===== src/rtl/inst_sram_axi_bridge_if.sv =====
// Fetch-side SRAM-like request/response plus AXI4 read-address and read-data
// channels, bundled so the bridge and its neighbours share one port list.
// Modport master: the bridge (answers fetch, drives AR, sinks R).
// Modport slave: the environment (fetch stage plus AXI read arbiter/memory).
interface inst_sram_axi_bridge_if;
  // fetch side
  logic        inst_sram_en;
  logic [31:0] inst_sram_addr;
  logic        inst_sram_addr_ok;
  logic        inst_sram_data_ok;
  logic [31:0] inst_sram_rdata;
  // AXI read address channel
  logic [3:0]  arid;
  logic [31:0] araddr;
  logic [7:0]  arlen;
  logic [2:0]  arsize;
  logic [1:0]  arburst;
  logic [1:0]  arlock;
  logic [3:0]  arcache;
  logic [2:0]  arprot;
  logic        arvalid;
  logic        arready;
  // AXI read data channel
  logic [3:0]  rid;
  logic [31:0] rdata;
  logic [1:0]  rresp;
  logic        rlast;
  logic        rvalid;
  logic        rready;

  modport master (
    input  inst_sram_en, inst_sram_addr,
    output inst_sram_addr_ok, inst_sram_data_ok, inst_sram_rdata,
    output arid, araddr, arlen, arsize, arburst, arlock, arcache, arprot, arvalid,
    input  arready,
    input  rid, rdata, rresp, rlast, rvalid,
    output rready
  );

  modport slave (
    output inst_sram_en, inst_sram_addr,
    input  inst_sram_addr_ok, inst_sram_data_ok, inst_sram_rdata,
    input  arid, araddr, arlen, arsize, arburst, arlock, arcache, arprot, arvalid,
    output arready,
    output rid, rdata, rresp, rlast, rvalid,
    input  rready
  );
endinterface


===== src/rtl/inst_sram_axi_bridge.sv =====
// Purpose: turns fetch SRAM-like requests into single-beat AXI4 reads and returns data as data_ok pulses.
// Latency: addr_ok at A, arvalid at A+1, data_ok one cycle after the R beat (best case A+3).
// Backpressure: AR held until arready; addr_ok low while AR pending or MAX_OUTSTANDING reads in flight; rready always high.
// Ports: clk, rst (sync, active-high); bus (master modport): fetch en/addr/addr_ok/data_ok/rdata,
//        AXI AR channel (constant attributes, registered araddr/arvalid), AXI R channel (rid/rresp/rlast unused).
module inst_sram_axi_bridge #(
  parameter int unsigned MAX_OUTSTANDING = 2,
  parameter logic [3:0]  ARID_VAL        = 4'd0
) (
  input  logic                   clk,
  input  logic                   rst,
  inst_sram_axi_bridge_if.master bus
);

  localparam int unsigned      CNT_W   = $clog2(MAX_OUTSTANDING + 1);
  localparam logic [CNT_W-1:0] CNT_MAX = CNT_W'(MAX_OUTSTANDING);
  localparam logic [CNT_W-1:0] CNT_ONE = CNT_W'(1);

  logic [CNT_W-1:0] cnt_q, cnt_d;
  logic             arvalid_q, arvalid_d;
  logic [31:0]      araddr_q, araddr_d;
  logic             rready_q;
  logic             data_ok_q;
  logic [31:0]      rdata_q, rdata_d;
  logic             accept;
  logic             r_hs;

  // Response attributes are not used: single beat, same ID, data forwarded regardless.
  logic unused_r_attrs;
  assign unused_r_attrs = ^{bus.rid, bus.rresp, bus.rlast};

  // Deliberately no path from arready/rvalid: a freed slot is only seen a cycle later.
  assign accept = bus.inst_sram_en & ~arvalid_q & (cnt_q < CNT_MAX) & ~rst;
  // rready is registered low through the first cycle after reset, so stale beats are dropped.
  assign r_hs   = bus.rvalid & rready_q;

  always_comb begin
    cnt_d     = cnt_q;
    arvalid_d = arvalid_q;
    araddr_d  = araddr_q;
    rdata_d   = rdata_q;

    if (accept && !r_hs) begin
      cnt_d = cnt_q + CNT_ONE;
    end else if (!accept && r_hs && (cnt_q != '0)) begin
      cnt_d = cnt_q - CNT_ONE;
    end

    // accept implies arvalid_q is low, so the two branches never overlap.
    if (accept) begin
      arvalid_d = 1'b1;
      araddr_d  = bus.inst_sram_addr;
    end else if (arvalid_q && bus.arready) begin
      arvalid_d = 1'b0;
    end

    if (r_hs) begin
      rdata_d = bus.rdata;
    end
  end

  always_ff @(posedge clk) begin
    if (rst) begin
      cnt_q     <= '0;
      arvalid_q <= 1'b0;
      araddr_q  <= '0;
      rready_q  <= 1'b0;
      data_ok_q <= 1'b0;
      rdata_q   <= '0;
    end else begin
      cnt_q     <= cnt_d;
      arvalid_q <= arvalid_d;
      araddr_q  <= araddr_d;
      rready_q  <= 1'b1;
      data_ok_q <= r_hs;
      rdata_q   <= rdata_d;
    end
  end

  assign bus.inst_sram_addr_ok = accept;
  assign bus.inst_sram_data_ok = data_ok_q;
  assign bus.inst_sram_rdata   = rdata_q;

  assign bus.arid    = ARID_VAL;
  assign bus.araddr  = araddr_q;
  assign bus.arlen   = 8'd0;
  assign bus.arsize  = 3'b010;
  assign bus.arburst = 2'b01;
  assign bus.arlock  = 2'b00;
  assign bus.arcache = 4'd0;
  assign bus.arprot  = 3'd0;
  assign bus.arvalid = arvalid_q;
  assign bus.rready  = rready_q;

endmodule


===== src/flat_wrapper.sv =====
// flat-port wrapper written by rule: the top's interface ports become plain ports
module inst_sram_axi_bridge_flat 
#(
  parameter int unsigned MAX_OUTSTANDING = 2,
  parameter logic [3:0]  ARID_VAL        = 4'd0
)
  (clk, rst, bus_inst_sram_en, bus_inst_sram_addr, bus_inst_sram_addr_ok, bus_inst_sram_data_ok, bus_inst_sram_rdata, bus_arid, bus_araddr, bus_arlen, bus_arsize, bus_arburst, bus_arlock, bus_arcache, bus_arprot, bus_arvalid, bus_arready, bus_rid, bus_rdata, bus_rresp, bus_rlast, bus_rvalid, bus_rready);
  inst_sram_axi_bridge_if bus_i ();
  input  logic clk;
  input  logic rst;
  input wire logic [$bits(bus_i.inst_sram_en)-1:0] bus_inst_sram_en;
  input wire logic [$bits(bus_i.inst_sram_addr)-1:0] bus_inst_sram_addr;
  output wire logic [$bits(bus_i.inst_sram_addr_ok)-1:0] bus_inst_sram_addr_ok;
  output wire logic [$bits(bus_i.inst_sram_data_ok)-1:0] bus_inst_sram_data_ok;
  output wire logic [$bits(bus_i.inst_sram_rdata)-1:0] bus_inst_sram_rdata;
  output wire logic [$bits(bus_i.arid)-1:0] bus_arid;
  output wire logic [$bits(bus_i.araddr)-1:0] bus_araddr;
  output wire logic [$bits(bus_i.arlen)-1:0] bus_arlen;
  output wire logic [$bits(bus_i.arsize)-1:0] bus_arsize;
  output wire logic [$bits(bus_i.arburst)-1:0] bus_arburst;
  output wire logic [$bits(bus_i.arlock)-1:0] bus_arlock;
  output wire logic [$bits(bus_i.arcache)-1:0] bus_arcache;
  output wire logic [$bits(bus_i.arprot)-1:0] bus_arprot;
  output wire logic [$bits(bus_i.arvalid)-1:0] bus_arvalid;
  input wire logic [$bits(bus_i.arready)-1:0] bus_arready;
  input wire logic [$bits(bus_i.rid)-1:0] bus_rid;
  input wire logic [$bits(bus_i.rdata)-1:0] bus_rdata;
  input wire logic [$bits(bus_i.rresp)-1:0] bus_rresp;
  input wire logic [$bits(bus_i.rlast)-1:0] bus_rlast;
  input wire logic [$bits(bus_i.rvalid)-1:0] bus_rvalid;
  output wire logic [$bits(bus_i.rready)-1:0] bus_rready;
  assign bus_i.inst_sram_en = bus_inst_sram_en;
  assign bus_i.inst_sram_addr = bus_inst_sram_addr;
  assign bus_inst_sram_addr_ok = bus_i.inst_sram_addr_ok;
  assign bus_inst_sram_data_ok = bus_i.inst_sram_data_ok;
  assign bus_inst_sram_rdata = bus_i.inst_sram_rdata;
  assign bus_arid = bus_i.arid;
  assign bus_araddr = bus_i.araddr;
  assign bus_arlen = bus_i.arlen;
  assign bus_arsize = bus_i.arsize;
  assign bus_arburst = bus_i.arburst;
  assign bus_arlock = bus_i.arlock;
  assign bus_arcache = bus_i.arcache;
  assign bus_arprot = bus_i.arprot;
  assign bus_arvalid = bus_i.arvalid;
  assign bus_i.arready = bus_arready;
  assign bus_i.rid = bus_rid;
  assign bus_i.rdata = bus_rdata;
  assign bus_i.rresp = bus_rresp;
  assign bus_i.rlast = bus_rlast;
  assign bus_i.rvalid = bus_rvalid;
  assign bus_rready = bus_i.rready;
  inst_sram_axi_bridge #(.MAX_OUTSTANDING(MAX_OUTSTANDING), .ARID_VAL(ARID_VAL)) u_core (.clk(clk), .rst(rst), .bus(bus_i));
endmodule

===== config.mk =====
export PLATFORM = sky130hd
export DESIGN_NAME = inst_sram_axi_bridge_flat
export DESIGN_NICKNAME = d
export VERILOG_FILES = /design/src/rtl/inst_sram_axi_bridge_if.sv /design/src/rtl/inst_sram_axi_bridge.sv /design/src/flat_wrapper.sv
export SDC_FILE = /design/constraint.sdc
export NUM_CORES = 1
export LEC_CHECK = 0
export CAP_MARGIN = 20
export CORE_AREA = 2 2 93 95
export CTS_CLUSTER_SIZE = 40
export DETAILED_ROUTE_END_ITERATION = 16
export DIE_AREA = 0 0 95 97
export PLACE_DENSITY = 0.81
export SYNTH_ARGS = -nofsm -noshare
export SYNTH_HDL_FRONTEND = slang
export SYNTH_SLANG_ARGS = --single-unit

===== constraint.sdc =====
create_clock -name clk -period 1.49 [get_ports clk]
set_input_delay 0.447 -clock clk [delete_from_list [all_inputs] [get_ports clk]]
set_output_delay 0.447 -clock clk [all_outputs]
set_load 0.02 [all_outputs]

==> flow_metrics.py, run 1 <==
metrics = {
    "floorplanning": {
        "die_x_um": 95,
        "die_area_um2": 9215,
        "num_rows": 33,
        "start_util": 0.3186,
        "core_um2": 8134,
        "ios": 170,
        "die_h_um": 97,
    },
    "cts": {
        "clockRootBuffer": "clkbuf_8",
        "clk_pin_slew_ns": 0.07,
        "cts_tree": "yes",
        "worstSkewPairLatency_ns": 0.33,
        "clock_sinks": 69,
        "h-tree-depth": 3,
        "cts_buffer_depth": 2,
        "cts_buffers": 9,
    },
    "logic_synthesis": {
        "synth_area_leaders": "dfxtp_1 (53%), nand2_1 (19%), buf_4 (8.4%)",
        "seq_area_frac_synth": 0.5331,
        "yosys-top-cells-count": "nand2_1 (130), dfxtp_1 (69), a21oi_1 (34)",
        "mappedNetlistArea_um2": 2591,
        "ys.warnings.count": 0,
        "synth_cell_types": 19,
        "synth_top_area_cell": "dfxtp_1",
        "async_flop_share": 0,
        "synthFlopType": "dfxtp_1",
        "synth.most_common_cell": "nand2_1",
        "yosysTopAreaCellShare": 0.5331,
        "synth_edf_count": 0,
        "ys_seq_elements": 69,
        "syn_area_per_cell_um2": 7.998,
        "synthCells": 324,
    },
    "cells_and_area": {
        "drive_gt1_frac": 0.1017,
        "syn2layout_area_growth_pct": 60.07,
        "fin_area_um2": 4148,
        "stdcell_count": 568,
        "fin_nets": 533,
    },
    "sta": {
        "max_clock_freq_mhz": 628.1,
        "fin_crit_sh": 1.068,
        "slew_violations": 0,
        "worst_slack_ns": -0.1020,
        "setup_viol_count_final": 1,
        "rsz0062_at_grt": "yes",
        "finClkSkew_ns": 0.009977,
        "finalCriticalPeriod_ns": 1.592,
        "hold_viol": 0,
    },
    "critical_path": {
        "critical-path-slowest-cell": "dlygate4sd2_1",
        "crit_path_end_kind": "output pin",
        "worst-endpoint-required_ns": 1.04,
        "crit_buf_inv": 2,
        "startpoint_type": "primary input",
        "critPathMaxStageDelay_ns": 0.27,
        "crit_type": "primary input to output pin",
        "crit_fanout": 2,
        "critical-path-top-delay-family": "buffers and inverters",
        "arrival_ns": 1.15,
        "crit_chain": "dlygate4sd2_1 -> nor4b_4 -> buf_4",
    },
    "grt": {
        "grt_pass1_vias": 2267,
        "antenna_found_initial": 1,
        "grt_max_degree": 68,
        "grt-ovfl-total": 0,
        "grt_usage": 0.1434,
        "grt_pass1_wl_um": 10520,
    },
    "placement": {
        "pre_cts_ws_ns": -0.8403,
        "place.gp.congestion": 0.6980,
        "placed_cell_area_um2": 3966,
        "dp_cells": 549,
        "portBuffers": 136,
        "dpl.hpwl_um": 4763,
    },
    "pwr": {
        "intPower_mw": 3.318,
        "power.density_nw_per_um2": 1086,
        "power_frac_seq": 0.449,
        "p_sw_frac": 0.2636,
        "ir_worst_vdd_mv": 0.4749,
        "power_frac_clock": 0.373,
        "power_frac_comb": 0.178,
        "leakage_nw": 1.704,
        "p_sw_mw": 1.187,
    },
    "run_status": {
        "failed_checks": "negative setup slack",
        "outcome": "finished, violations left",
    },
    "flow_run": {
        "maxCapViolCount": 0,
    },
    "routing": {
        "antenna_left": 0,
        "routed_via_density": 4.342,
        "num_vias": 2466,
        "postRouteWirelength_um": 6749,
        "drtIter0Drc": 46,
        "drc_errors": 0,
        "first_pass_iters": 4,
        "wire_per_inst_um": 11.88,
    },
    "min_path": {
        "hp-class": "register to register",
    },
}
final cells by class:
type | instances | area [um2]
sequential | 69 | 1384
antenna | 1 | 2.502
clock buffer | 10 | 137.6
fill | 792 | 3986
tap | 105 | 131.4
inverter | 1 | 3.754
clock inverter | 6 | 86.33
timing repair buffer | 145 | 1404
multi-input combinational | 231 | 998.5
worst paths after layout:
check	startpoint	end	slack, ns	cells past startpoint
max	rst	bus_inst_sram_addr_ok	-0.10	3
min	u_core.bus.inst_sram_rdata[2]	u_core.bus.inst_sram_rdata[2]	0.45	2
max reg2reg	u_core.cnt_q[1]	u_core.cnt_q[0]	0.11	5
min reg2reg	u_core.bus.inst_sram_rdata[2]	u_core.bus.inst_sram_rdata[2]	0.45	2
registers in the layout (all words and copies together) (netlist names):
signal	cells
u_core.bus.araddr	32
u_core.bus.arvalid	1
u_core.bus.inst_sram_data_ok	1
u_core.bus.inst_sram_rdata	32
u_core.bus.rready	1
u_core.cnt_q	2
kinds of logic (layout without fill, tap and decap cells):
kind of cell | after synthesis | after routing | share of synthesized area
buffers and inverters | 48 | 162 | 0.1164
DFF | 69 | 69 | 0.5331
other | 2 | 27 | 0.002898
AOI/OAI and AO/OA | 69 | 69 | 0.1381
xor gates and xnor gates | 1 | 1 | 0.003381
and+or+nand+nor | 135 | 135 | 0.2062
worst reg2reg max path: stages, from the launching register on:
cell	delay, ns
dfxtp_2	0.34
nor4b_4	0.29
buf_4	0.19
buf_16	0.18
xnor2_1	0.11
a221oi_2	0.20
cell usage in the layout (no fill, tap or decap), drive strengths merged, types with 2 or more instances in the layout:
cell type and n:
a21oi 34, buf 10, bufinv 2, clkbuf 27, clkdlybuf4s15 42, clkdlybuf4s50 66
clkinv 3, conb 26, dfxtp 69, dlygate4sd2 10, nand2 130, nor2 2
o21ai 33
metal layers:
layer	global-route usage	up-vias	share of wire
li1	-	1245	-
met1	0.1689	1105	0.41
met2	0.2346	109	0.48
met3	0.06542	7	0.11
met4	0.03679	0	0.0071
met5	0	-	0
through the flow:
stage / hold WS (ns) / power (mW) / util / TNS [ns]
after floorplan: 0.4697 / 2.508 / - / -0.05519
after global placement: 0.4405 / 2.903 / 0.4876 / -22.05
after detailed placement: 0.4463 / 2.922 / 0.4876 / -24.94
after CTS: 0.4547 / 4.550 / 0.5070 / -0.1377
after global routing: 0.4761 / 4.744 / 0.5099 / -0.1655
final: 0.4535 / 4.505 / 0.5099 / -0.1020
power by group through the flow:
| stage | Clock, mW | Sequential, mW | Combinational [mW] |
|---|---|---|---|
| detailed placement | 0 | 2.07 | 0.857 |
| floorplan | 0 | 2.20 | 0.306 |
| global route | 1.84 | 2.04 | 0.869 |
| CTS | 1.74 | 2.02 | 0.788 |
| finish | 1.68 | 2.02 | 0.800 |
| global placement | 0 | 2.06 | 0.843 |
repair_timing:
action,in CTS,in global routing
buffers inserted,1,0
hold buffers,0,0
gates cloned,0,1
pin swaps,1,0
gates resized for setup,85,72
endpoints found under the setup margin,102,59
No activity file was read; power rests on OpenSTA's default activity.
==> run 2, diff against run 1 <==
--- a/config.mk
+++ b/config.mk
@@ -10,7 +10,9 @@
 export CTS_CLUSTER_SIZE = 40
 export DETAILED_ROUTE_END_ITERATION = 16
 export DIE_AREA = 0 0 95 97
+export GPL_TIMING_DRIVEN = 0
 export PLACE_DENSITY = 0.81
+export SKIP_CTS_REPAIR_TIMING = 1
 export SYNTH_ARGS = -nofsm -noshare
 export SYNTH_HDL_FRONTEND = slang
 export SYNTH_SLANG_ARGS = --single-unit
==> run 2 against run 1 <==
  * The run still ends with negative setup slack left
  * Critical path depth grew 1
  * Cell count grew 7.0%
  * Global-route usage is 2.0 points higher
  * Power is 0.93% lower
  * Fmax decreased by 14%
  * Clock power decreased by 9%
  * Non-clock buffer count grew 41
  * Critical path type is now register to output pin
  * Via count increased by 6.2%
  * Critical endpoint unchanged
  * Clock-buffer cell count is the same
  * Wire length is 15% higher
  * Worst hold slack lost 0.011 ns
  * First-iteration DRC count rose by 35%
==> flow_metrics.py, run 2 (synthesis results as in run 1) <==
metrics = {
    "pwr": {
        "power_frac_seq": 0.452,
        "p_total_mw": 4.463,
        "p_sw_frac": 0.2753,
        "ir_worst_vdd_mv": 0.6057,
        "p_sw_mw": 1.229,
        "power_frac_comb": 0.204,
        "leakage_nw": 2.855,
        "intPower_mw": 3.235,
        "power.density_nw_per_um2": 970.2,
        "power_frac_clock": 0.344,
    },
    "sta": {
        "fin_crit_sh": 1.247,
        "setup_viol_count_final": 1,
        "slew_headroom": 0.6582,
        "slew_violations": 0,
        "hold_viol": 0,
        "finClkSkew_ns": 0.006238,
        "finalCriticalPeriod_ns": 1.858,
        "rsz0062_at_grt": "yes",
        "max_clock_freq_mhz": 538.1,
        "worst_slack_ns": -0.3684,
        "worst_pin_slew_ns": 0.5127,
    },
    "floorplanning": {
        "core_um2": 8134,
        "start_util": 0.3186,
        "num_rows": 33,
        "die_area_um2": 9215,
        "ios": 170,
        "die_x_um": 95,
        "die_h_um": 97,
    },
    "cts": {
        "cts_buffers": 9,
        "cts_tree": "yes",
        "clock_sinks": 69,
        "cts_buffer_depth": 2,
        "h-tree-depth": 3,
        "clockRootBuffer": "clkbuf_8",
        "clk_pin_slew_ns": 0.08,
        "worstSkewPairLatency_ns": 0.33,
    },
    "cells_and_area": {
        "fin_nets": 574,
        "fillers": 717,
        "drive_gt1_frac": 0.1352,
        "final_core_util": 0.5656,
        "final_cell_mix": "nand2_1 (129), dlymetal6s2s_1 (68), dfxtp_1 (68)",
        "syn2layout_area_growth_pct": 77.55,
        "insertedDiodeCount": 0,
        "fin_area_um2": 4601,
        "layout_commonest_cell": "nand2_1",
    },
    "flow_run": {
        "maxCapViolCount": 0,
    },
    "routing": {
        "first_pass_iters": 4,
        "antenna_left": 0,
        "drc_errors": 0,
        "wire_per_inst_um": 12.75,
        "num_vias": 2620,
        "postRouteWirelength_um": 7751,
        "drtIter0Drc": 62,
        "routed_via_density": 4.309,
    },
    "critical_path": {
        "r2r_cells": 6,
        "arrival_ns": 1.41,
        "crit_path_end_kind": "output pin",
        "startpoint_type": "register",
        "crit_fanout": 5,
        "crit_type": "register to output pin",
        "worst-endpoint-required_ns": 1.04,
    },
    "placement": {
        "placed_cell_area_um2": 4182,
        "portBuffers": 136,
        "place.gp.congestion": 0.7066,
        "dpl.hpwl_um": 5650,
        "pre_cts_ws_ns": -1.201,
    },
    "run_status": {
        "failed_checks": "negative setup slack",
        "outcome": "finished, violations left",
    },
    "grt": {
        "grt_usage": 0.1638,
        "grt_max_degree": 13,
        "grt_pass1_vias": 2618,
        "grt-ovfl-total": 0,
        "grt_pass1_wl_um": 11980,
        "antenna_found_initial": 0,
    },
    "min_path": {
        "hold_depth": 3,
        "hp-class": "primary input to register",
    },
}
run 2: power groups by stage:
stage | combinational (mW) | sequential, mW | clock [mW]
floorplan | 0.306 | 2.20 | 0
global placement | 0.906 | 2.06 | 0
detailed placement | 0.921 | 2.07 | 0
CTS | 0.925 | 2.02 | 1.60
global route | 0.986 | 2.03 | 1.67
finish | 0.911 | 2.02 | 1.53
run 2: final timing paths:
kind,start,end,slack [ns]
hold / removal,bus_inst_sram_en,u_core.cnt_q[1],0.44
setup / recovery,u_core.cnt_q[1],bus_inst_sram_addr_ok,-0.37
setup reg to reg,u_core.cnt_q[1],u_core.bus.araddr[12],0.11
hold reg to reg,u_core.bus.inst_sram_rdata[16],u_core.bus.inst_sram_rdata[16],0.46
run 2: cell type report:
type                    count  area [um2]  share of cell area
repair buffers            140        1558              0.3386
plain buffers              46       320.3             0.06962
multi-input cells         231        1002              0.2178
flip-flops and latches     69        1385              0.3011
clock buffers              10       137.6             0.02992
inverters                   1       3.754           0.0008159
well taps                 105       131.4             0.02856
clock inverters             6       62.56             0.01360
run 2: through the flow:
stage / std cells / hold WS [ns] / TNS (ns)
CTS: 605 / 0.4572 / -29.51
global route: 608 / 0.4706 / -0.5860
finish: 608 / 0.4430 / -0.3684
floorplan: 348 / 0.4697 / -0.05519
detailed placement: 589 / 0.4469 / -36.58
global placement: 589 / 0.4367 / -32.80
run 2: worst max-delay path: stages, from the launching register on:
cell,delay (ns)
dfxtp_4,0.36
nor4b_4,0.35
buf_6,0.16
buf_8,0.10
buf_6,0.11
run 2: per-layer routing:
layer	share of wire	wire [um]	up-vias	GRT usage
met5	0	0	-	0
met2	0.49	3810	116	0.2848
met4	0.012	96	0	0.05351
met1	0.39	3042	1167	0.1746
met3	0.10	802	11	0.07243
li1	-	-	1326	-
==> run 3, diff against run 2 <==
--- a/config.mk
+++ b/config.mk
@@ -11,7 +11,8 @@
 export DETAILED_ROUTE_END_ITERATION = 16
 export DIE_AREA = 0 0 95 97
 export GPL_TIMING_DRIVEN = 0
-export PLACE_DENSITY = 0.81
+export PLACE_DENSITY = 0.75
+export SETUP_SLACK_MARGIN = 0.02
 export SKIP_CTS_REPAIR_TIMING = 1
 export SYNTH_ARGS = -nofsm -noshare
 export SYNTH_HDL_FRONTEND = slang
==> run 3 against run 2 <==
  * The flow still finishes with violations (negative setup slack)
  * Sequential cell count is the same
  * Register-to-register slack better by 0.03 ns
  * Critical path depth unchanged
  * Design area fell by 0.30%
  * Sequential power about the same
  * Power shrank 3.6%
  * Wire length decreased by 6.8%
  * Critical path type unchanged
==> flow_metrics.py, run 3 (synthesis results as in run 1) <==
metrics = {
    "run_status": {
        "outcome": "finished, violations left",
        "failed_checks": "negative setup slack",
    },
    "sta": {
        "max_clock_freq_mhz": 551.7,
        "hold_viol": 0,
        "worst_slack_ns": -0.3226,
        "setup_viol_count_final": 1,
        "tns_ns": -0.3226,
        "rsz0062_at_grt": "yes",
        "finClkSkew_ns": 0.004252,
        "slew_violations": 0,
        "fin_crit_sh": 1.217,
        "finalCriticalPeriod_ns": 1.813,
        "whs_ns": 0.4429,
    },
    "critical_path": {
        "regToRegEndpoint": "u_core.bus.araddr[14]",
        "crit_fanout": 8,
        "crit_type": "register to output pin",
        "worst-endpoint-required_ns": 1.04,
        "arrival_ns": 1.37,
        "crit_path_end_kind": "output pin",
        "r2r_cells": 3,
        "reg2reg_from": "u_core.cnt_q[1]",
        "crit_start": "u_core.cnt_q[1]",
        "startpoint_type": "register",
        "cp-endpoint": "bus_inst_sram_addr_ok",
        "r2r_setup_slack_ns": 0.14,
    },
    "flow_run": {
        "maxCapViolCount": 0,
    },
    "routing": {
        "drtIter0Drc": 59,
        "wire_per_inst_um": 11.84,
        "drc_errors": 0,
        "antenna_left": 0,
        "routed_via_density": 4.295,
        "postRouteWirelength_um": 7224,
        "first_pass_iters": 6,
        "num_vias": 2620,
    },
    "grt": {
        "use_met3": 0.05997,
        "antenna_found_initial": 1,
        "grtUsageMet2": 0.2608,
        "grt-ovfl-total": 0,
        "grt_usage": 0.1588,
        "busiest_layer": "met2",
        "met1_usage": 0.1817,
        "grt_pass1_vias": 2509,
        "grt_max_degree": 11,
        "grt_pass1_wl_um": 11490,
    },
    "pwr": {
        "intPower_mw": 3.158,
        "p_sw_mw": 1.146,
        "p_sw_frac": 0.2663,
        "power_frac_comb": 0.211,
        "power.density_nw_per_um2": 938.4,
        "ir_worst_vdd_mv": 0.5272,
        "power_frac_seq": 0.470,
        "power_frac_clock": 0.320,
        "leakage_nw": 2.865,
    },
    "floorplanning": {
        "core_um2": 8134,
        "ios": 170,
        "num_rows": 33,
        "start_util": 0.3186,
        "die_area_um2": 9215,
        "die_h_um": 97,
        "die_x_um": 95,
    },
    "cts": {
        "clk_pin_slew_ns": 0.07,
        "worstSkewPairLatency_ns": 0.33,
        "clockRootBuffer": "clkbuf_8",
        "cts_buffer_depth": 2,
        "cts_tree": "yes",
        "h-tree-depth": 3,
        "clock_sinks": 69,
        "cts_buffers": 9,
    },
    "cells_and_area": {
        "syn2layout_area_growth_pct": 77.02,
        "stdcell_count": 610,
        "fin_nets": 576,
        "drive_gt1_frac": 0.1349,
        "fin_area_um2": 4587,
        "final_cell_mix": "nand2_1 (129), dlymetal6s2s_1 (68), dfxtp_1 (68)",
        "layout_commonest_cell": "nand2_1",
        "fillers": 752,
    },
    "placement": {
        "place.gp.congestion": 0.7102,
        "dpl.hpwl_um": 5308,
        "dp_cells": 589,
        "pre_cts_ws_ns": -1.211,
        "placed_cell_area_um2": 4182,
        "portBuffers": 136,
    },
    "min_path": {
        "hp-class": "primary input to register",
        "hold_start": "bus_inst_sram_en",
    },
}
==> run 3: changes by cell type in the layout (fill, tap and decap cells not counted), sizes merged <==
cell,delta
buf,+1
bufinv,-1
clkbuf,+5
clkinv,-1
clkinvlp,-3
diode,+1
==> run 3: worst max-delay path: stages (launching register included) <==
cell,delay [ns]
dfxtp_2,0.35
nor4b_4,0.31
buf_6,0.15
buf_8,0.11
buf_6,0.12
==> run 3: per-stage QoR <==
stage                     total power, mW    util
after floorplan                     2.508       -
after global placement              2.967  0.5141
after detailed placement            2.982  0.5141
after CTS                           4.385  0.5359
after global routing                4.521  0.5639
final                               4.304  0.5639
==> run 3: worst min path at each step <==
stage | endpoint | slack (ns) | cells past startpoint
6_report | u_core.cnt_q[1] | 0.44 | 3
5_1_grt | u_core.cnt_q[1] | 0.42 | 3
4_1_cts | u_core.bus.inst_sram_rdata[1] | 0.45 | 2
3_5_place_dp | u_core.bus.inst_sram_rdata[1] | 0.45 | 2
3_3_place_gp | u_core.bus.araddr[30] | 0.44 | 2
2_1_floorplan | u_core.cnt_q[0] | 0.47 | 1
==> run 3: final cells by class <==
type	instances	area [um2]	area share
clock inverter	1	5.005	0.001091
timing repair buffer	142	1573	0.3429
sequential	69	1383	0.3014
antenna	1	2.502	0.0005456
multi-input combinational	231	1002	0.2185
tap	105	131.4	0.02864
clock buffer	14	172.7	0.03764
inverter	1	3.754	0.0008183
buffer	46	314.1	0.06847
==> run 3: layer usage <==
| metal | share of wire | vias up | wire length [um] |
|---|---|---|---|
| met5 | 0 | - | 0 |
| met4 | 0.025 | 0 | 179 |
| met3 | 0.10 | 17 | 728 |
| met2 | 0.46 | 120 | 3328 |
| met1 | 0.41 | 1150 | 2987 |
| li1 | - | 1333 | - |
==> run 3: power by group through the flow <==
stage	clock network (mW)	logic, mW	registers [mW]
global placement	0	0.908	2.06
CTS	1.44	0.920	2.03
floorplan	0	0.306	2.20
finish	1.38	0.906	2.02
global route	1.50	0.984	2.04
detailed placement	0	0.916	2.07
